**src/rtl/cpa_capture_sequencer.sv**
```systemverilog
// cpa_capture_sequencer
// Runs one CPA acquisition: restarts the plaintext generator, then for each
// trace steps the generator, fires the AES core, holds the scope trigger
// while the core works and for a short tail afterwards, and leaves an idle
// gap so the oscilloscope can re-arm before the next encryption.
// Every output is a Moore decode of the state register and trace_count.

module cpa_capture_sequencer #(
    parameter int unsigned NUM_TRACES = 101,
    parameter int unsigned TRIG_HOLD  = 16,
    parameter int unsigned GAP_CYCLES = 1000,
    parameter int unsigned TIMEOUT    = 255
) (
    input  logic       clk,
    input  logic       resetN,
    input  logic       start,
    input  logic       abort,
    input  logic       aes_done,
    output logic       gen_reset,
    output logic       text_step,
    output logic       aes_start,
    output logic       trigger,
    output logic [7:0] trace_count,
    output logic       busy,
    output logic       done,
    output logic       error
);

    // The wait counter only needs to reach TIMEOUT; HOLD and GAP share one
    // counter, so it is sized for the longer of the two intervals.
    localparam int unsigned WAIT_W = (TIMEOUT > 1) ? $clog2(TIMEOUT + 1) : 1;
    localparam int unsigned HG_MAX = (TRIG_HOLD > GAP_CYCLES) ? TRIG_HOLD : GAP_CYCLES;
    localparam int unsigned HG_W   = (HG_MAX > 1) ? $clog2(HG_MAX + 1) : 1;

    // Terminal values are precomputed at counter width so every compare
    // below is width-matched.
    localparam logic [WAIT_W-1:0] WAIT_LAST   = WAIT_W'(TIMEOUT - 1);
    localparam logic [HG_W-1:0]   HOLD_LAST   = HG_W'(TRIG_HOLD - 1);
    localparam logic [HG_W-1:0]   GAP_LAST    = HG_W'(GAP_CYCLES - 1);
    localparam logic [7:0]        TRACES_LAST = 8'(NUM_TRACES - 1);

    typedef enum logic [3:0] {
        S_IDLE,
        S_CLEAR,
        S_STEP,
        S_SETTLE,
        S_FIRE,
        S_WAIT_DONE,
        S_HOLD,
        S_GAP,
        S_FINISH,
        S_ERROR
    } state_t;

    state_t            state;
    state_t            next_state;
    logic [WAIT_W-1:0] wait_cnt;
    logic [HG_W-1:0]   hg_cnt;

    // The last HOLD cycle is where a trace is counted as complete.
    logic hold_last;
    assign hold_last = (state == S_HOLD) && (hg_cnt == HOLD_LAST);

    // State register; reset drops straight to IDLE without waiting for a clock.
    always_ff @(posedge clk or negedge resetN) begin
        if (!resetN) begin
            state <= S_IDLE;
        end else begin
            state <= next_state;
        end
    end

    // Next-state decode; abort overrides everything, including a pending start.
    always_comb begin
        next_state = state;
        if (abort) begin
            next_state = S_IDLE;
        end else begin
            case (state)
                S_IDLE: begin
                    if (start) next_state = S_CLEAR;
                end
                S_CLEAR:  next_state = S_STEP;
                S_STEP:   next_state = S_SETTLE;
                S_SETTLE: next_state = S_FIRE;
                S_FIRE:   next_state = S_WAIT_DONE;
                S_WAIT_DONE: begin
                    // A completion arriving on the timeout cycle still counts.
                    if (aes_done) begin
                        next_state = S_HOLD;
                    end else if (wait_cnt == WAIT_LAST) begin
                        next_state = S_ERROR;
                    end
                end
                S_HOLD: begin
                    if (hg_cnt == HOLD_LAST) begin
                        if (trace_count == TRACES_LAST) begin
                            next_state = S_FINISH;
                        end else begin
                            next_state = S_GAP;
                        end
                    end
                end
                S_GAP: begin
                    if (hg_cnt == GAP_LAST) next_state = S_STEP;
                end
                S_FINISH: begin
                    if (start) next_state = S_CLEAR;
                end
                S_ERROR: begin
                    if (start) next_state = S_CLEAR;
                end
                default: next_state = S_IDLE;
            endcase
        end
    end

    // Wait counter: zeroed by FIRE, counts each WAIT_DONE cycle.
    always_ff @(posedge clk or negedge resetN) begin
        if (!resetN) begin
            wait_cnt <= '0;
        end else if (state == S_FIRE) begin
            wait_cnt <= '0;
        end else if (state == S_WAIT_DONE) begin
            wait_cnt <= wait_cnt + WAIT_W'(1);
        end
    end

    // Shared HOLD/GAP counter: counts while the FSM stays in HOLD or GAP and
    // restarts at zero whenever either interval is entered.
    always_ff @(posedge clk or negedge resetN) begin
        if (!resetN) begin
            hg_cnt <= '0;
        end else if (((state == S_HOLD) || (state == S_GAP)) && (next_state == state)) begin
            hg_cnt <= hg_cnt + HG_W'(1);
        end else begin
            hg_cnt <= '0;
        end
    end

    // Trace counter: cleared at the start of a run, bumped on the edge that
    // leaves HOLD, and frozen by abort so the partial count stays visible.
    always_ff @(posedge clk or negedge resetN) begin
        if (!resetN) begin
            trace_count <= 8'd0;
        end else if (!abort) begin
            if (state == S_CLEAR) begin
                trace_count <= 8'd0;
            end else if (hold_last && (trace_count != 8'hFF)) begin
                trace_count <= trace_count + 8'd1;
            end
        end
    end

    // Moore output decode.
    always_comb begin
        gen_reset = 1'b0;
        text_step = 1'b0;
        aes_start = 1'b0;
        trigger   = 1'b0;
        busy      = 1'b1;
        done      = 1'b0;
        error     = 1'b0;
        case (state)
            S_IDLE:      busy = 1'b0;
            S_CLEAR:     gen_reset = 1'b1;
            S_STEP:      text_step = 1'b1;
            S_SETTLE:    ;
            S_FIRE: begin
                aes_start = 1'b1;
                trigger   = 1'b1;
            end
            S_WAIT_DONE: trigger = 1'b1;
            S_HOLD:      trigger = 1'b1;
            S_GAP:       ;
            S_FINISH: begin
                busy = 1'b0;
                done = 1'b1;
            end
            S_ERROR: begin
                busy  = 1'b0;
                error = 1'b1;
            end
            default:     busy = 1'b0;
        endcase
    end

endmodule

```
**config.mk**
```make
export PLATFORM = sky130hd
export DESIGN_NAME = cpa_capture_sequencer
export DESIGN_NICKNAME = d
export VERILOG_FILES = /design/src/rtl/cpa_capture_sequencer.sv
export SDC_FILE = /design/constraint.sdc
export NUM_CORES = 1
export LEC_CHECK = 0
export CAP_MARGIN = 15
export CORE_ASPECT_RATIO = 0.6
export CORE_MARGIN = 8
export CORE_UTILIZATION = 61
export CTS_BUF_LIST = sky130_fd_sc_hd__clkbuf_8 sky130_fd_sc_hd__clkbuf_16
export DETAILED_ROUTE_END_ITERATION = 6
export GPL_ROUTABILITY_DRIVEN = 0
export PLACE_DENSITY = 0.84
export SLEW_MARGIN = 20
export SYNTH_ARGS = -nofsm -noshare
export SYNTH_HDL_FRONTEND = slang
export SYNTH_SLANG_ARGS = --single-unit
```
**constraint.sdc**
```tcl
create_clock -name clk -period 5.5 [get_ports clk]
set_input_delay 0.55 -clock clk [delete_from_list [all_inputs] [get_ports clk]]
set_output_delay 0.55 -clock clk [all_outputs]
set_load 0.02 [all_outputs]
```
==> results of run 1 <==
## report_power, final
| part | total [mW] | switching, mW | internal (mW) |
|---|---|---|---|
| sequential | 0.257 | 0.0268 | 0.230 |
| combinational | 0.114 | 0.0675 | 0.0460 |
| clock | 0.161 | 0.0778 | 0.0831 |
| total | 0.532 | 0.172 | 0.360 |
## Yosys cell counts (3+ instances only)
| library cell | count |
|---|---|
| dfrtp_1 | 30 |
| a31oi_1 | 6 |
| o31ai_1 | 4 |
| a21oi_1 | 4 |
| buf_2 | 3 |
| nor2_2 | 8 |
| nand4b_1 | 3 |
| xnor2_1 | 5 |
| nand4_1 | 4 |
| and3_1 | 6 |
| o21ai_0 | 12 |
| buf_6 | 3 |
| inv_1 | 9 |
| nand2_1 | 10 |
| nand3_1 | 14 |
| a22o_1 | 3 |
| ha_1 | 5 |
| nor2_1 | 13 |
| nor3_1 | 9 |
| clkbuf_1 | 3 |
| xor2_1 | 3 |
| a21o_1 | 4 |
| nand2b_1 | 8 |
| o21ai_1 | 5 |
## worst max-delay path, delay by kind of cell (launching register included)
kind	cells	cell delay [ns]
flip-flops	1	0.62
AND/OR/NAND/NOR	1	0.56
buffers and inverters	2	1.00
## area by class of cell
type / instances / area [um^2] / area share, %
clock buffers: 5 / 68.8 / 3.15
clock inverters: 2 / 7.51 / 0.344
inverters: 10 / 37.5 / 1.72
multi-input cells: 159 / 1070 / 49.0
flip-flops and latches: 30 / 751 / 34.4
well taps: 42 / 52.6 / 2.41
repair buffers: 20 / 198 / 9.05
## sequential cells by signal (all words and copies together) (netlist names)
name,flops
hg_cnt,10
trace_count,8
wait_cnt,8
state,4
## through the flow
stage | worst slack, ns | total power [mW] | util [%]
2_1_floorplan | 3.45 | 0.327 | -
3_3_place_gp | 2.90 | 0.366 | 72.0
3_5_place_dp | 2.82 | 0.371 | 72.0
4_1_cts | 2.53 | 0.532 | 74.6
5_1_grt | 2.30 | 0.552 | 74.6
6_report | 2.49 | 0.532 | 74.6
## layer usage
layer	global-route usage, %	wire [um]	share of wire [%]
met1	25.0	2060	45
met2	26.9	1990	44
met4	7.40	81	1.8
met5	0	0	0
met3	5.39	395	8.7
## how the worst max path moves through the flow
stage	endpoint	slack, ns
finish	gen_reset	2.49
global route	gen_reset	2.30
CTS	gen_reset	2.53
detailed placement	gen_reset	2.82
global placement	gen_reset	2.90
floorplan	hg_cnt[5]	3.45
## cells by family (layout without fill, tap and decap cells)
family          Yosys count  after routing  synth area share, %
compound gates           51             51                 18.7
xor+xnor                  8              8                 3.65
fa+ha+maj                 5              5                 3.26
buf+inv                  19             37                 5.09
flops                    30             30                 39.1
mux                       2              2                 1.04
simple gates             93             93                 29.2
## layout by cell type (no fill, tap or decap), drive strengths merged, types with 5 or more instances in the layout
| cell | netlist | layout |
|---|---|---|
| clkbuf | 3 | 5 |
| ha | 5 | 5 |
| nand2 | 10 | 10 |
| clkdlybuf4s50 | 0 | 19 |
| nand3 | 14 | 14 |
| a31oi | 6 | 6 |
| inv | 10 | 12 |
| nor2 | 22 | 22 |
| o21ai | 17 | 17 |
| xnor2 | 5 | 5 |
| nor3 | 9 | 9 |
| dfrtp | 30 | 30 |
| nand2b | 8 | 8 |
| and3 | 6 | 6 |
| a21oi | 5 | 5 |
==> run summary, run 1 <==
final hold vios: 0
reg2reg path depth: 5
clk_lat worst skew: 0.29 ns
sequential fraction of the synthesis area: 39.1%
post-route minimum period: 3.01 ns
die span in y: 59.4 um
overall global routing resource usage: 18.5%
setup repair bufs after CTS: 0
Max Root-Sink Buffers: 2
Total Wirelength: 4.52 mm
RSZ-0062 raised after global routing: false
Setup Crit Path Kind: reg -> out
CP max stage delay: 0.71 ns
mapped cell area: 1920 um^2
worst hold margin: 0.462 ns
Area growth syn-to-layout: 13.9%
Detail Placement HPWL: 3.21 mm
initial core utilization: 65.5%
clock skew: 0.00987 ns
clk sinks: 30
Core Box Area: 2930 um^2
initial antenna violation count: 0
Clk Tree Root Cell: clkbuf_8
WL/cell: 16.9 um
fin crit share: 54.8%
cell count after synthesis: 208
GRT Residual Overflow: 0
Worst-path clk slew: 0.05 ns
Synth warnings: 0
DP Cell Count: 261
die area: 5250 um^2
max-cap violations: 0
Most used DFF post-synth: dfrtp_1
largest net degree at the start of global routing: 31
vias in the first global route: 1522
Worst slew margin: 63.8%
Yosys top cell area share: 39.1%
EDFF count, synth: 0
DR pass1 iterations: 7
DRT iter0 DRCs: 205
first-pass GRT wire length: 7.55 mm
setup_tns: 0 ns
ANT cells: 0
H-Tree Level Count: 2
syn avg cell area: 9.22 um^2
r2r startpoint: state[0]
Ports: 20
num rows: 15
drt drc: 2
Worst Setup Start Kind: register
outcome: finished with violations
Final Setup Violations: 0
Max Slew Vio Count: 0
Hold/Removal Path Class: reg -> reg
CTS tree: yes
fmax: 0.332 GHz
#FFs+latches synth: 30
Critical Path End Type: output pin
port bufs: 19
DP Area: 2110 um^2
Num CTS Buffers: 5
Cell variety after synth: 52
die width: 88.4 um
Pleak: 0.847 nW
Resize count post-CTS: 0
Reg2Reg Capture Point: trace_count[7]
CP cell instances: inv_1 > nor4_4 > clkdlybuf4s50_1
setup slack, reg-to-reg: 3.18 ns
peak supply drop: 179 uV
share of cells above drive strength 1: 10.2%
via count: 1677
hold path start: hg_cnt[0]
largest fanout on the critical path: 16
Layout Cells excl Fill: 268
crit path from: state[0]
Worst Hold End: hg_cnt[0]
Least-Margin Pin Slew: 0.541 ns
Worst EP required: 4.95 ns
syn nets: 218
hold_buf cts: 0
failing checks: design-rule violations
ranking of synthesized cells by area: dfrtp_1 (39%), nand3_1 (3.7%), ha_1 (3.3%)
vias per cell: 6.26
fillers: 224
Async SR Flop Fraction: 100%
slowest CP cell: clkdlybuf4s50_1
Final Cell Area: 2180 um^2
crit path DAT: 2.46 ns
Nets: 236
PwrDens: 243 nW/um^2
post-synth top area cell: dfrtp_1
WHS Path Cells: 1
post-route ant nets: 0
Power figures use the tool's default switching activity.
==> run 2: changes to the inputs <==
Settings changed: CORE_UTILIZATION 61 to 56, PLACE_DENSITY 0.84 to 0.78.
Clock period 5.5 ns to 2.9 ns, I/O delays scaled along.
==> run summary, run 2 (synthesis gave the netlist of run 1 again) <==
CP max stage delay: 0.63 ns (-0.08 ns)
Max Root-Sink Buffers: 2 (unchanged)
peak supply drop: 337 uV (+89%)
port bufs: 19 (unchanged)
Worst-path clk slew: 0.07 ns (+0.02 ns)
die area: 5620 um^2 (+6.9%)
Ports: 20 (unchanged)
vias in the first global route: 1569 (+3.1%)
H-Tree Level Count: 2 (unchanged)
setup_tns: 0 ns (unchanged)
via count: 1732 (+3.3%)
setup repair bufs after CTS: 0 (unchanged)
slowest CP cell: dfrtp_1
first-pass GRT wire length: 7.67 mm (+1.6%)
Worst EP required: 2.61 ns (-2.34 ns)
initial antenna violation count: 0 (unchanged)
Critical Path End Type: output pin
worst hold margin: 0.392 ns (-0.0707 ns)
overall global routing resource usage: 17.6% (-0.96 points)
Resize count post-CTS: 0 (unchanged)
fmax: 0.382 GHz
Top reg by flops: hg_cnt
Total Wirelength: 4.48 mm (-0.91%)
num rows: 16 (+1)
clock skew: 0.0103 ns (+0.000471 ns)
WL/cell: 16.3 um (-3.4%)
fillers: 256 (+14%)
Worst slew margin: 68.2% (+4.4 points)
RSZ-0062 raised after global routing: false
drt drc: 0 (-2)
reg2reg path depth: 5 (unchanged)
crit path DAT: 2.33 ns (-0.13 ns)
Hold/Removal Path Class: in -> async
fin crit share: 90.3%
max-cap violations: 0 (unchanged)
Worst Setup Start Kind: register
FF/Latch Area: 751 um^2 (unchanged)
CP cell instances: inv_1 > nor4_4 > buf_4 > clkdlybuf4s50_1
clk sinks: 30 (unchanged)
Max Slew Vio Count: 0 (unchanged)
Final Setup Violations: 0 (unchanged)
Setup Crit Path Kind: reg -> out
Core Box Area: 3260 um^2 (+11%)
Pleak: 0.867 nW (+2.4%)
clk_lat worst skew: 0.28 ns (about the same)
Power Total: 1.05 mW (+98%)
Final Cell Area: 2230 um^2 (+1.9%)
final hold vios: 0 (unchanged)
hold_buf cts: 0 (unchanged)
DR pass1 iterations: 7 (unchanged)
DRT iter0 DRCs: 137 (-33%)
Nets: 239 (+1.3%)
Largest register FFs: 10 (unchanged)
die width: 91.6 um (+3.6%)
Area growth syn-to-layout: 16.0%
area of the multi-input gates: 1070 um^2 (unchanged)
ANT cells: 0 (unchanged)
share of cells above drive strength 1: 12.2% (+2.0 points)
Num CTS Buffers: 5 (unchanged)
Clk Tree Root Cell: clkbuf_8
commonest non-fill, non-tap cells in the layout: dfrtp_1 (30), clkdlybuf4s50_1 (19), nand3_1 (14)
die span in y: 61.3 um (+3.2%)
largest fanout on the critical path: 16 (unchanged)
largest net degree at the start of global routing: 31 (unchanged)
Top Registers: hg_cnt (10), trace_count (8), wait_cnt (8)
vias per cell: 6.30 (+0.65%)
CTS tree: yes
initial core utilization: 58.8% (-6.7 points)
PwrDens: 474 nW/um^2 (+95%)
Least-Margin Pin Slew: 0.476 ns (-0.0647 ns)
fin util: 68.2% (-6.4 points)
post-route ant nets: 0 (unchanged)
post-route minimum period: 2.62 ns
DP Area: 2130 um^2 (+1.2%)
outcome: completed
GRT Residual Overflow: 0 (unchanged)
Detail Placement HPWL: 3.31 mm (+3.3%)
most common cell after layout, fill and taps aside: dfrtp_1
==> run 2: cell types whose count changed in the layout (fill, tap and decap cells not counted), sizes merged <==
cell    previous run  this run
buf                1         4
inv               12        11
clkinv             0         1
clkbuf             5         6
==> run 2: power breakdown <==
group / total, mW / switching [mW] / internal (mW)
logic: 0.224 / 0.130 / 0.0941
clock network: 0.345 / 0.157 / 0.188
registers: 0.486 / 0.0491 / 0.437
total: 1.05 / 0.336 / 0.719
==> run 2: path summary, 6_finish.rpt <==
path | endpoint | startpoint | slack (ns)
max | gen_reset | state[0] | 0.28
min | trace_count[2] | resetN | 0.39
max reg2reg | hg_cnt[4] | state[2] | 0.69
min reg2reg | hg_cnt[0] | hg_cnt[0] | 0.46
max in group asynchronous | wait_cnt[4] | resetN | 2.23
min in group clk | hg_cnt[0] | hg_cnt[0] | 0.46
==> run 2: worst max-delay path: cells and delay by family, from the launching register on <==
kind / cells / cell delay [ns]
flip-flops: 1 / 0.63
buffers and inverters: 3 / 1.10
AND/OR/NAND/NOR: 1 / 0.32
==> run 2: cell type report <==
cell class              instances  area share, %
well taps                      45           2.53
clock inverters                 2          0.393
flip-flops and latches         30           33.7
inverters                      10           1.69
clock buffers                   6           3.71
multi-input cells             159           48.1
repair buffers                 23           9.89
==> run 2: per-layer routing <==
layer | vias up | global-route usage [%] | share of wire, %
met2 | 100 | 27.0 | 44
met1 | 811 | 23.1 | 45
met5 | - | 0 | 0
li1 | 807 | - | -
met3 | 14 | 4.14 | 8.5
met4 | 0 | 8.55 | 2.4
==> run 2: metrics by stage <==
stage | setup slack (ns) | instances
final | 0.281 | 275
after global routing | 0.131 | 275
after CTS | 0.289 | 275
after detailed placement | 0.614 | 267
after global placement | 0.678 | 267
after floorplan | 0.853 | 208
